<file path="config.mk">
export PLATFORM = sky130hd
export DESIGN_NAME = reg_file_wb_flat
export DESIGN_NICKNAME = d
export VERILOG_FILES = /design/src/rtl/kgp_rf_pkg.sv /design/src/rtl/reg_file_wb_if.sv /design/src/rtl/wb_fifo.sv /design/src/rtl/reg_file_wb.sv /design/src/flat_wrapper.sv
export SDC_FILE = /design/constraint.sdc
export NUM_CORES = 2
export LEC_CHECK = 0
export ABC_CLOCK_PERIOD_IN_PS = 5800
export CORE_ASPECT_RATIO = 0.5
export CORE_MARGIN = 2
export CORE_UTILIZATION = 57
export DETAILED_ROUTE_END_ITERATION = 10
export PLACE_DENSITY = 0.77
export SLEW_MARGIN = 25
export SYNTH_ARGS = -nofsm -noshare
export SYNTH_HDL_FRONTEND = slang
export SYNTH_SLANG_ARGS = --single-unit
</file>
<file path="constraint.sdc">
create_clock -name clk -period 5.8 [get_ports clk]
set_input_delay 1.16 -clock clk [delete_from_list [all_inputs] [get_ports clk]]
set_output_delay 1.16 -clock clk [all_outputs]
set_load 0.03 [all_outputs]
</file>
<file path="src/rtl/kgp_rf_pkg.sv">
// Shared widths, the hardwired-zero register index and the write-back queue entry type.
package kgp_rf_pkg;

    localparam int RF_DATA_W = 32;
    localparam int RF_ADDR_W = 5;

    localparam logic [RF_ADDR_W-1:0] REG_ZERO = '0;

    typedef struct packed {
        logic [RF_ADDR_W-1:0] addr;
        logic [RF_DATA_W-1:0] data;
    } wb_entry_t;

    function automatic int cnt_width(input int depth);
        return $clog2(depth) + 1;
    endfunction

endpackage

</file>
<file path="src/rtl/reg_file_wb_if.sv">
// Write-back push handshake, drain control and the two read ports of reg_file_wb.
interface reg_file_wb_if #(
    parameter int DATA_W = 32,
    parameter int ADDR_W = 5,
    parameter int DEPTH  = 4
);
    localparam int CNT_W = $clog2(DEPTH) + 1;

    logic              wr_valid;
    logic              wr_ready;
    logic [ADDR_W-1:0] wr_addr;
    logic [DATA_W-1:0] wr_data;
    logic              drain_en;
    logic [ADDR_W-1:0] rd_addr1;
    logic [DATA_W-1:0] rd_data1;
    logic [ADDR_W-1:0] rd_addr2;
    logic [DATA_W-1:0] rd_data2;
    logic              rd_hazard1;
    logic              rd_hazard2;
    logic [CNT_W-1:0]  q_count;

    modport master (
        output wr_valid, wr_addr, wr_data, drain_en, rd_addr1, rd_addr2,
        input  wr_ready, rd_data1, rd_data2, rd_hazard1, rd_hazard2, q_count
    );

    modport slave (
        input  wr_valid, wr_addr, wr_data, drain_en, rd_addr1, rd_addr2,
        output wr_ready, rd_data1, rd_data2, rd_hazard1, rd_hazard2, q_count
    );

endinterface

</file>
<file path="src/rtl/wb_fifo.sv">
// Negedge-clocked write-back queue; entries are exposed oldest-first so match logic
// can pick the newest hit by scanning upward.
module wb_fifo
    import kgp_rf_pkg::*;
#(
    parameter int DEPTH = 4,
    localparam int PTR_W = $clog2(DEPTH),
    localparam int CNT_W = PTR_W + 1
) (
    input  logic                  clk,
    input  logic                  rst,
    input  logic                  push,
    input  logic                  pop,
    input  wb_entry_t             push_ent,
    output logic                  full,
    output logic                  empty,
    output logic                  pop_ok,
    output logic [CNT_W-1:0]      count,
    output logic [DEPTH-1:0]      age_vld,
    output wb_entry_t [DEPTH-1:0] age_ent
);

    wb_entry_t        mem_q [DEPTH];
    wb_entry_t        mem_d [DEPTH];
    logic [PTR_W-1:0] head_q, head_d;
    logic [PTR_W-1:0] tail_q, tail_d;
    logic [CNT_W-1:0] count_q, count_d;
    logic             push_ok;

    assign full    = (count_q == CNT_W'(DEPTH));
    assign empty   = (count_q == '0);
    assign count   = count_q;
    // Full blocks a push even when a pop lands on the same edge.
    assign push_ok = push && !full;
    assign pop_ok  = pop && !empty;

    always_comb begin
        mem_d   = mem_q;
        head_d  = head_q;
        tail_d  = tail_q;
        count_d = count_q + CNT_W'(push_ok) - CNT_W'(pop_ok);
        if (pop_ok)
            head_d = head_q + 1'b1;
        if (push_ok) begin
            mem_d[tail_q] = push_ent;
            tail_d        = tail_q + 1'b1;
        end
    end

    always_comb begin
        for (int k = 0; k < DEPTH; k++) begin
            age_ent[k] = mem_q[head_q + PTR_W'(k)];
            age_vld[k] = (CNT_W'(k) < count_q);
        end
    end

    always_ff @(negedge clk or negedge rst) begin
        if (!rst) begin
            for (int i = 0; i < DEPTH; i++)
                mem_q[i] <= '0;
            head_q  <= '0;
            tail_q  <= '0;
            count_q <= '0;
        end else begin
            mem_q   <= mem_d;
            head_q  <= head_d;
            tail_q  <= tail_d;
            count_q <= count_d;
        end
    end

endmodule

</file>
<file path="src/rtl/reg_file_wb.sv">
// KGP-RISC register file fronted by a write-back staging queue.
// Define RF_BYPASS_EN to forward pending queue data to the read ports instead of flagging hazards.
module reg_file_wb
    import kgp_rf_pkg::*;
#(
    parameter int DATA_W = RF_DATA_W,
    parameter int ADDR_W = RF_ADDR_W,
    parameter int DEPTH  = 4
) (
    input logic          clk,
    input logic          rst,
    reg_file_wb_if.slave bus
);

    localparam int NREG  = 2 ** ADDR_W;
    localparam int CNT_W = cnt_width(DEPTH);

    wb_entry_t             push_ent;
    wb_entry_t [DEPTH-1:0] age_ent;
    logic      [DEPTH-1:0] age_vld;
    logic                  full, empty, pop_ok, push;
    logic      [CNT_W-1:0] count;

    logic [DATA_W-1:0] regs_q [NREG];
    logic [DATA_W-1:0] regs_d [NREG];

    assign push_ent.addr = bus.wr_addr;
    assign push_ent.data = bus.wr_data;
    // r0 writes complete the handshake but never occupy a slot.
    assign push         = bus.wr_valid && (bus.wr_addr != REG_ZERO);
    assign bus.wr_ready = !full;
    assign bus.q_count  = count;

    wb_fifo #(.DEPTH(DEPTH)) u_fifo (
        .clk      (clk),
        .rst      (rst),
        .push     (push),
        .pop      (bus.drain_en),
        .push_ent (push_ent),
        .full     (full),
        .empty    (empty),
        .pop_ok   (pop_ok),
        .count    (count),
        .age_vld  (age_vld),
        .age_ent  (age_ent)
    );

    for (genvar r = 0; r < NREG; r++) begin : g_reg
        logic we;
        assign we = pop_ok && (age_ent[0].addr == ADDR_W'(r));

        always_comb begin
            regs_d[r] = regs_q[r];
            if (we)
                regs_d[r] = age_ent[0].data;
        end

        always_ff @(negedge clk or negedge rst) begin
            if (!rst)
                regs_q[r] <= '0;
            else
                regs_q[r] <= regs_d[r];
        end
    end

    logic [ADDR_W-1:0] rd_addr [2];
    logic [DATA_W-1:0] rd_data [2];
    logic              rd_hz   [2];

    assign rd_addr[0]     = bus.rd_addr1;
    assign rd_addr[1]     = bus.rd_addr2;
    assign bus.rd_data1   = rd_data[0];
    assign bus.rd_data2   = rd_data[1];
    assign bus.rd_hazard1 = rd_hz[0];
    assign bus.rd_hazard2 = rd_hz[1];

    // Oldest-to-newest scan: the last hit is the newest pending write.
    always_comb begin
        for (int p = 0; p < 2; p++) begin
            rd_data[p] = regs_q[rd_addr[p]];
            rd_hz[p]   = 1'b0;
            for (int k = 0; k < DEPTH; k++) begin
                if (age_vld[k] && (age_ent[k].addr == rd_addr[p])) begin
`ifdef RF_BYPASS_EN
                    rd_data[p] = age_ent[k].data;
`else
                    rd_hz[p]   = 1'b1;
`endif
                end
            end
            if (rd_addr[p] == REG_ZERO) begin
                rd_data[p] = '0;
                rd_hz[p]   = 1'b0;
            end
        end
    end

endmodule

</file>
<file path="src/flat_wrapper.sv">
// flat-port wrapper written by rule: the top's interface ports become plain ports
module reg_file_wb_flat import kgp_rf_pkg::*;
#(
    parameter int DATA_W = RF_DATA_W,
    parameter int ADDR_W = RF_ADDR_W,
    parameter int DEPTH  = 4
)
  (clk, rst, bus_wr_valid, bus_wr_addr, bus_wr_data, bus_drain_en, bus_rd_addr1, bus_rd_addr2, bus_wr_ready, bus_rd_data1, bus_rd_data2, bus_rd_hazard1, bus_rd_hazard2, bus_q_count);
  reg_file_wb_if #(.DATA_W(DATA_W), .ADDR_W(ADDR_W), .DEPTH(DEPTH)) bus_i ();
  input logic clk;
  input logic rst;
  input wire logic [$bits(bus_i.wr_valid)-1:0] bus_wr_valid;
  input wire logic [$bits(bus_i.wr_addr)-1:0] bus_wr_addr;
  input wire logic [$bits(bus_i.wr_data)-1:0] bus_wr_data;
  input wire logic [$bits(bus_i.drain_en)-1:0] bus_drain_en;
  input wire logic [$bits(bus_i.rd_addr1)-1:0] bus_rd_addr1;
  input wire logic [$bits(bus_i.rd_addr2)-1:0] bus_rd_addr2;
  output wire logic [$bits(bus_i.wr_ready)-1:0] bus_wr_ready;
  output wire logic [$bits(bus_i.rd_data1)-1:0] bus_rd_data1;
  output wire logic [$bits(bus_i.rd_data2)-1:0] bus_rd_data2;
  output wire logic [$bits(bus_i.rd_hazard1)-1:0] bus_rd_hazard1;
  output wire logic [$bits(bus_i.rd_hazard2)-1:0] bus_rd_hazard2;
  output wire logic [$bits(bus_i.q_count)-1:0] bus_q_count;
  assign bus_i.wr_valid = bus_wr_valid;
  assign bus_i.wr_addr = bus_wr_addr;
  assign bus_i.wr_data = bus_wr_data;
  assign bus_i.drain_en = bus_drain_en;
  assign bus_i.rd_addr1 = bus_rd_addr1;
  assign bus_i.rd_addr2 = bus_rd_addr2;
  assign bus_wr_ready = bus_i.wr_ready;
  assign bus_rd_data1 = bus_i.rd_data1;
  assign bus_rd_data2 = bus_i.rd_data2;
  assign bus_rd_hazard1 = bus_i.rd_hazard1;
  assign bus_rd_hazard2 = bus_i.rd_hazard2;
  assign bus_q_count = bus_i.q_count;
  reg_file_wb #(.DATA_W(DATA_W), .ADDR_W(ADDR_W), .DEPTH(DEPTH)) u_core (.clk(clk), .rst(rst), .bus(bus_i));
endmodule
</file>
==> load_flow_metrics.sql <==
INSERT INTO impl_metrics (metric_group, metric, value, unit) VALUES
('logic_synthesis', 'yosys.area_share.simple', '6.309', '%'),
('route', 'routed_wire_length_per_instance', '29.64', 'microns'),
('layout', 'final_net_count', '5000', ''),
('layout', 'area_growth', '17.26', '%'),
('route', 'avgViaCountPerCell', '6.885', ''),
('logic_synthesis', 'syn_avg_cell_area', '13.06', 'sq um'),
('logic_synthesis', 'synth_largest_area_cell', 'sky130_fd_sc_hd__dfrtn_1', ''),
('timing', 'max-slew-margin-rel', '30.45', '%'),
('clocking', 'tritoncts_clock_tree', 'yes', ''),
('global_routing', 'grt_first_pass_wirelength', '288000', 'microns'),
('route', 'drt_iter0_markers', '5969', ''),
('logic_synthesis', 'synth_xor_area_share', '0.6621', '%'),
('placement', 'dpl_worst_slack', '-0.5427', 'ns'),
('setup_path', 'crit_chain', 'buf_12 -> buf_6 -> mux4_2 -> xor2_1 -> nor4_1 -> o21ai_1 -> a31oi_4 -> buf_12', ''),
('placement', 'number_of_i_o_port_buffers', '120', ''),
('route', 'dr_wl_met3', '26350', 'microns'),
('route', 'route.layer.met1.wl', '69880', 'microns'),
('logic_synthesis', 'synth-edff-count', '0', ''),
('logic_synthesis', 'synth-adder-area-share', '0.1974', '%'),
('logic_synthesis', 'synth.lib_cells_used.distinct', '41', ''),
('setup_path', 'worst_path_max_delay_cell', 'sky130_fd_sc_hd__mux4_2', ''),
('die', 'die_height', '235.0', 'microns'),
('timing', 'final-setup-viol-count', '66', ''),
('setup_path', 'worst-endpoint-arrival', '5.77', 'ns'),
('timing', 'timing.hold.ws', '0.4406', 'ns'),
('setup_path', 'startpoint_type', 'flip-flop', ''),
('power', 'power_density', '556.9', 'nW/um^2'),
('timing', 'setup_total_negative_slack', '-53.47', 'ns'),
('power', 'max-vdd-ir-drop', '0.4579', 'mV'),
('global_routing', 'vias_in_the_first_global_route', '45730', ''),
('placement', 'placement.cell_area', '66850', 'sq um'),
('logic_synthesis', 'synth-seq-area-share', '48.49', '%'),
('global_routing', 'gr-total-overflow', '0', ''),
('timing', 'setup_ws', '-1.130', 'ns'),
('die', 'start_util', '57.72', '%'),
('clocking', 'tritoncts_num_sinks', '1179', ''),
('logic_synthesis', 'syn-cell-area', '60850', 'sq um'),
('global_routing', 'gr-usage-all-layers', '35.37', '%'),
('clocking', 'cts_root_buf', 'sky130_fd_sc_hd__clkbuf_16', ''),
('clocking', 'clock_insertion_delay_worst_skew', '0.68', 'ns'),
('power', 'cellLeakagePower', '31.25', 'nW'),
('power', 'total_power', '0.03974', 'W'),
('logic_synthesis', 'postSynthNetCount', '4719', ''),
('die', 'die_width', '466.1', 'microns'),
('route', 'postRouteAntennaNets', '0', ''),
('outcome', 'status', 'complete, but fails checks', ''),
('hold_path', 'worst_hold_class', 'reg -> reg', ''),
('layout', 'drive_above_1_share', '36.43', '%'),
('clocking', 'cts_buffers', '106', ''),
('logic_synthesis', 'synth-main-ff-cell', 'sky130_fd_sc_hd__dfrtn_1', ''),
('job', 'cap_violations', '0', ''),
('logic_synthesis', 'synth-warning-count', '0', ''),
('timing', 'finalClockSkew', '0.01888', 'ns'),
('setup_path', 'setup.worst_path.end_class', 'output pin', ''),
('die', 'core_area', '105400', 'sq um'),
('die', 'fp.dieArea', '109500', 'sq um'),
('hold_path', 'worstHoldPathCells', '2', ''),
('clocking', 'clkSlewWorstSetupHoldPaths', '0.05', 'ns'),
('setup_path', 'cp_max_fo', '16', ''),
('logic_synthesis', 'synth-seq-cells', '1179', ''),
('setup_path', 'worstPathRequired', '4.64', 'ns'),
('route', 'detailed_route_wirelength_on_metal2', '85720', 'microns'),
('outcome', 'failed_checks', 'setup timing', ''),
('logic_synthesis', 'post_synthesis_compound_gate_area_fraction', '7.070', '%'),
('clocking', 'cts.path.max_buffers', '3', ''),
('logic_synthesis', 'synth_top_family_by_area', 'multiplexers', ''),
('route', 'topRoutingLayerUsed', 'met5', ''),
('logic_synthesis', 'synth_cells', '4659', ''),
('placement', 'dp_hpwl', '122500', 'microns'),
('timing', 'final_max_slew_viol_count', '0', ''),
('setup_path', 'worstSetupPathType', 'reg -> out', '');
## sequential cells by signal, indices dropped and copies added, names as in the netlist
name and cells:
u_core.u_fifo.count 3, u_core.regs_q 1024, u_core.u_fifo.tail_q 2, u_core.u_fifo.head_q 2, u_core.u_fifo.mem_q 148
## synth_stat cells, drive strengths merged (8+ instances only)
library cell	n
nand2	812
clkbuf	263
o21ai	802
dfrtn	1179
buf	173
inv	10
nand3	19
mux4	656
o21a	32
ha	8
xor2	27
mux2	436
mux2i	104
xnor2	19
nor2	79
## cell usage in the layout (no fill, tap or decap), types with 4 or more instances in the layout
cell type | Yosys | routed
sky130_fd_sc_hd__buf_12 | 0 | 120
sky130_fd_sc_hd__buf_4 | 19 | 402
sky130_fd_sc_hd__buf_6 | 8 | 39
sky130_fd_sc_hd__buf_8 | 0 | 5
sky130_fd_sc_hd__bufinv_16 | 0 | 13
sky130_fd_sc_hd__clkbuf_1 | 263 | 28
sky130_fd_sc_hd__clkbuf_16 | 0 | 108
sky130_fd_sc_hd__clkbuf_8 | 0 | 22
sky130_fd_sc_hd__clkdlybuf4s50_1 | 0 | 39
sky130_fd_sc_hd__clkinv_2 | 1 | 16
sky130_fd_sc_hd__dfrtn_1 | 1179 | 1179
sky130_fd_sc_hd__ha_1 | 8 | 8
sky130_fd_sc_hd__inv_1 | 10 | 10
sky130_fd_sc_hd__mux2_1 | 101 | 101
sky130_fd_sc_hd__mux2_2 | 335 | 335
sky130_fd_sc_hd__mux2i_1 | 104 | 80
sky130_fd_sc_hd__mux2i_2 | 0 | 13
sky130_fd_sc_hd__mux2i_4 | 0 | 11
sky130_fd_sc_hd__mux4_2 | 656 | 656
sky130_fd_sc_hd__nand2_1 | 809 | 804
sky130_fd_sc_hd__nand2_2 | 2 | 7
sky130_fd_sc_hd__nand3_4 | 0 | 15
sky130_fd_sc_hd__nand3b_4 | 0 | 4
sky130_fd_sc_hd__nor2_1 | 68 | 40
sky130_fd_sc_hd__nor2_2 | 2 | 14
sky130_fd_sc_hd__nor2_4 | 9 | 25
sky130_fd_sc_hd__nor3_1 | 4 | 4
sky130_fd_sc_hd__nor4_1 | 6 | 4
sky130_fd_sc_hd__o21a_1 | 32 | 32
sky130_fd_sc_hd__o21ai_0 | 651 | 627
sky130_fd_sc_hd__o21ai_1 | 151 | 170
sky130_fd_sc_hd__xnor2_1 | 19 | 19
sky130_fd_sc_hd__xor2_1 | 27 | 27
## timing repair
action                                  4_1_cts  5_1_grt
hold buffers                                  0        0
gates resized for setup                     117       23
pin swaps                                     4        7
endpoints found under the setup margin       70       68
cloned                                        0        0
setup buffers                                19       34
## power by group
group	total (W)	leakage (nW)	switching [W]	internal, W
registers	0.0145	15.4	0.00254	0.0119
clock network	0.00756	1.81	0.00326	0.00430
logic	0.0177	14.1	0.00976	0.00796
total	0.0397	31.2	0.0156	0.0242
## through the flow
| step | utilization, % | instances |
|---|---|---|
| 2_1_floorplan | - | 4659 |
| 3_5_place_dp | 63.42 | 6203 |
| 6_report | 67.68 | 6449 |
| 4_1_cts | 67.35 | 6415 |
| 3_3_place_gp | 63.42 | 6203 |
| 5_1_grt | 67.68 | 6448 |
## worst max-delay path: cells and delay by family (launching register included)
| family | cells | cell delay (ns) |
|---|---|---|
| AOI/OAI and AO/OA | 2 | 0.39 |
| and+or+nand+nor | 1 | 0.27 |
| buffers and inverters | 3 | 0.42 |
| DFF | 1 | 0.44 |
| muxes | 1 | 0.52 |
| xor gates and xnor gates | 1 | 0.16 |
## cells by family (layout without fill, tap and decap cells)
| logic type | count (synthesis) | count (layout) |
|---|---|---|
| muxes | 1196 | 1196 |
| DFF | 1179 | 1179 |
| and+or+nand+nor | 940 | 940 |
| AOI/OAI and AO/OA | 842 | 842 |
| buffers and inverters | 447 | 817 |
| xor gates and xnor gates | 46 | 46 |
| adders and majority gates | 9 | 9 |
| other | 0 | 1 |
## layout make-up
cell class                      count  area, sq um
Inverter                           11        42.54
Tap cell                         1419         1775
Clock buffer                      158         3110
Multi-Input combinational cell   3033        29980
Fill cell                        6879        34070
Sequential cell                  1179        29500
Clock inverter                     39        583.1
Antenna cell                        1        2.502
Timing Repair Buffer              609         6357
## path summary, 6_finish.rpt
path,startpoint,to,slack [ns]
hold / removal,u_core.regs_q[937],u_core.regs_q[937],0.44
max in group asynchronous,rst,u_core.regs_q[105],1.52
setup / recovery,u_core.u_fifo.head_q[0],bus_rd_hazard2,-1.13
setup reg to reg,u_core.u_fifo.head_q[0],u_core.regs_q[696],2.70
hold reg to reg,u_core.regs_q[937],u_core.regs_q[937],0.44
min in group asynchronous,rst,u_core.u_fifo.count[2],3.21
## layer usage
layer / track usage (%) / vias to the layer above
li1: - / 17830
met3: 13.10 / 612
met1: 47.62 / 22820
met4: 14.86 / 4
met2: 52.27 / 3134
met5: 0 / -
(Power assumes the default switching activity.)
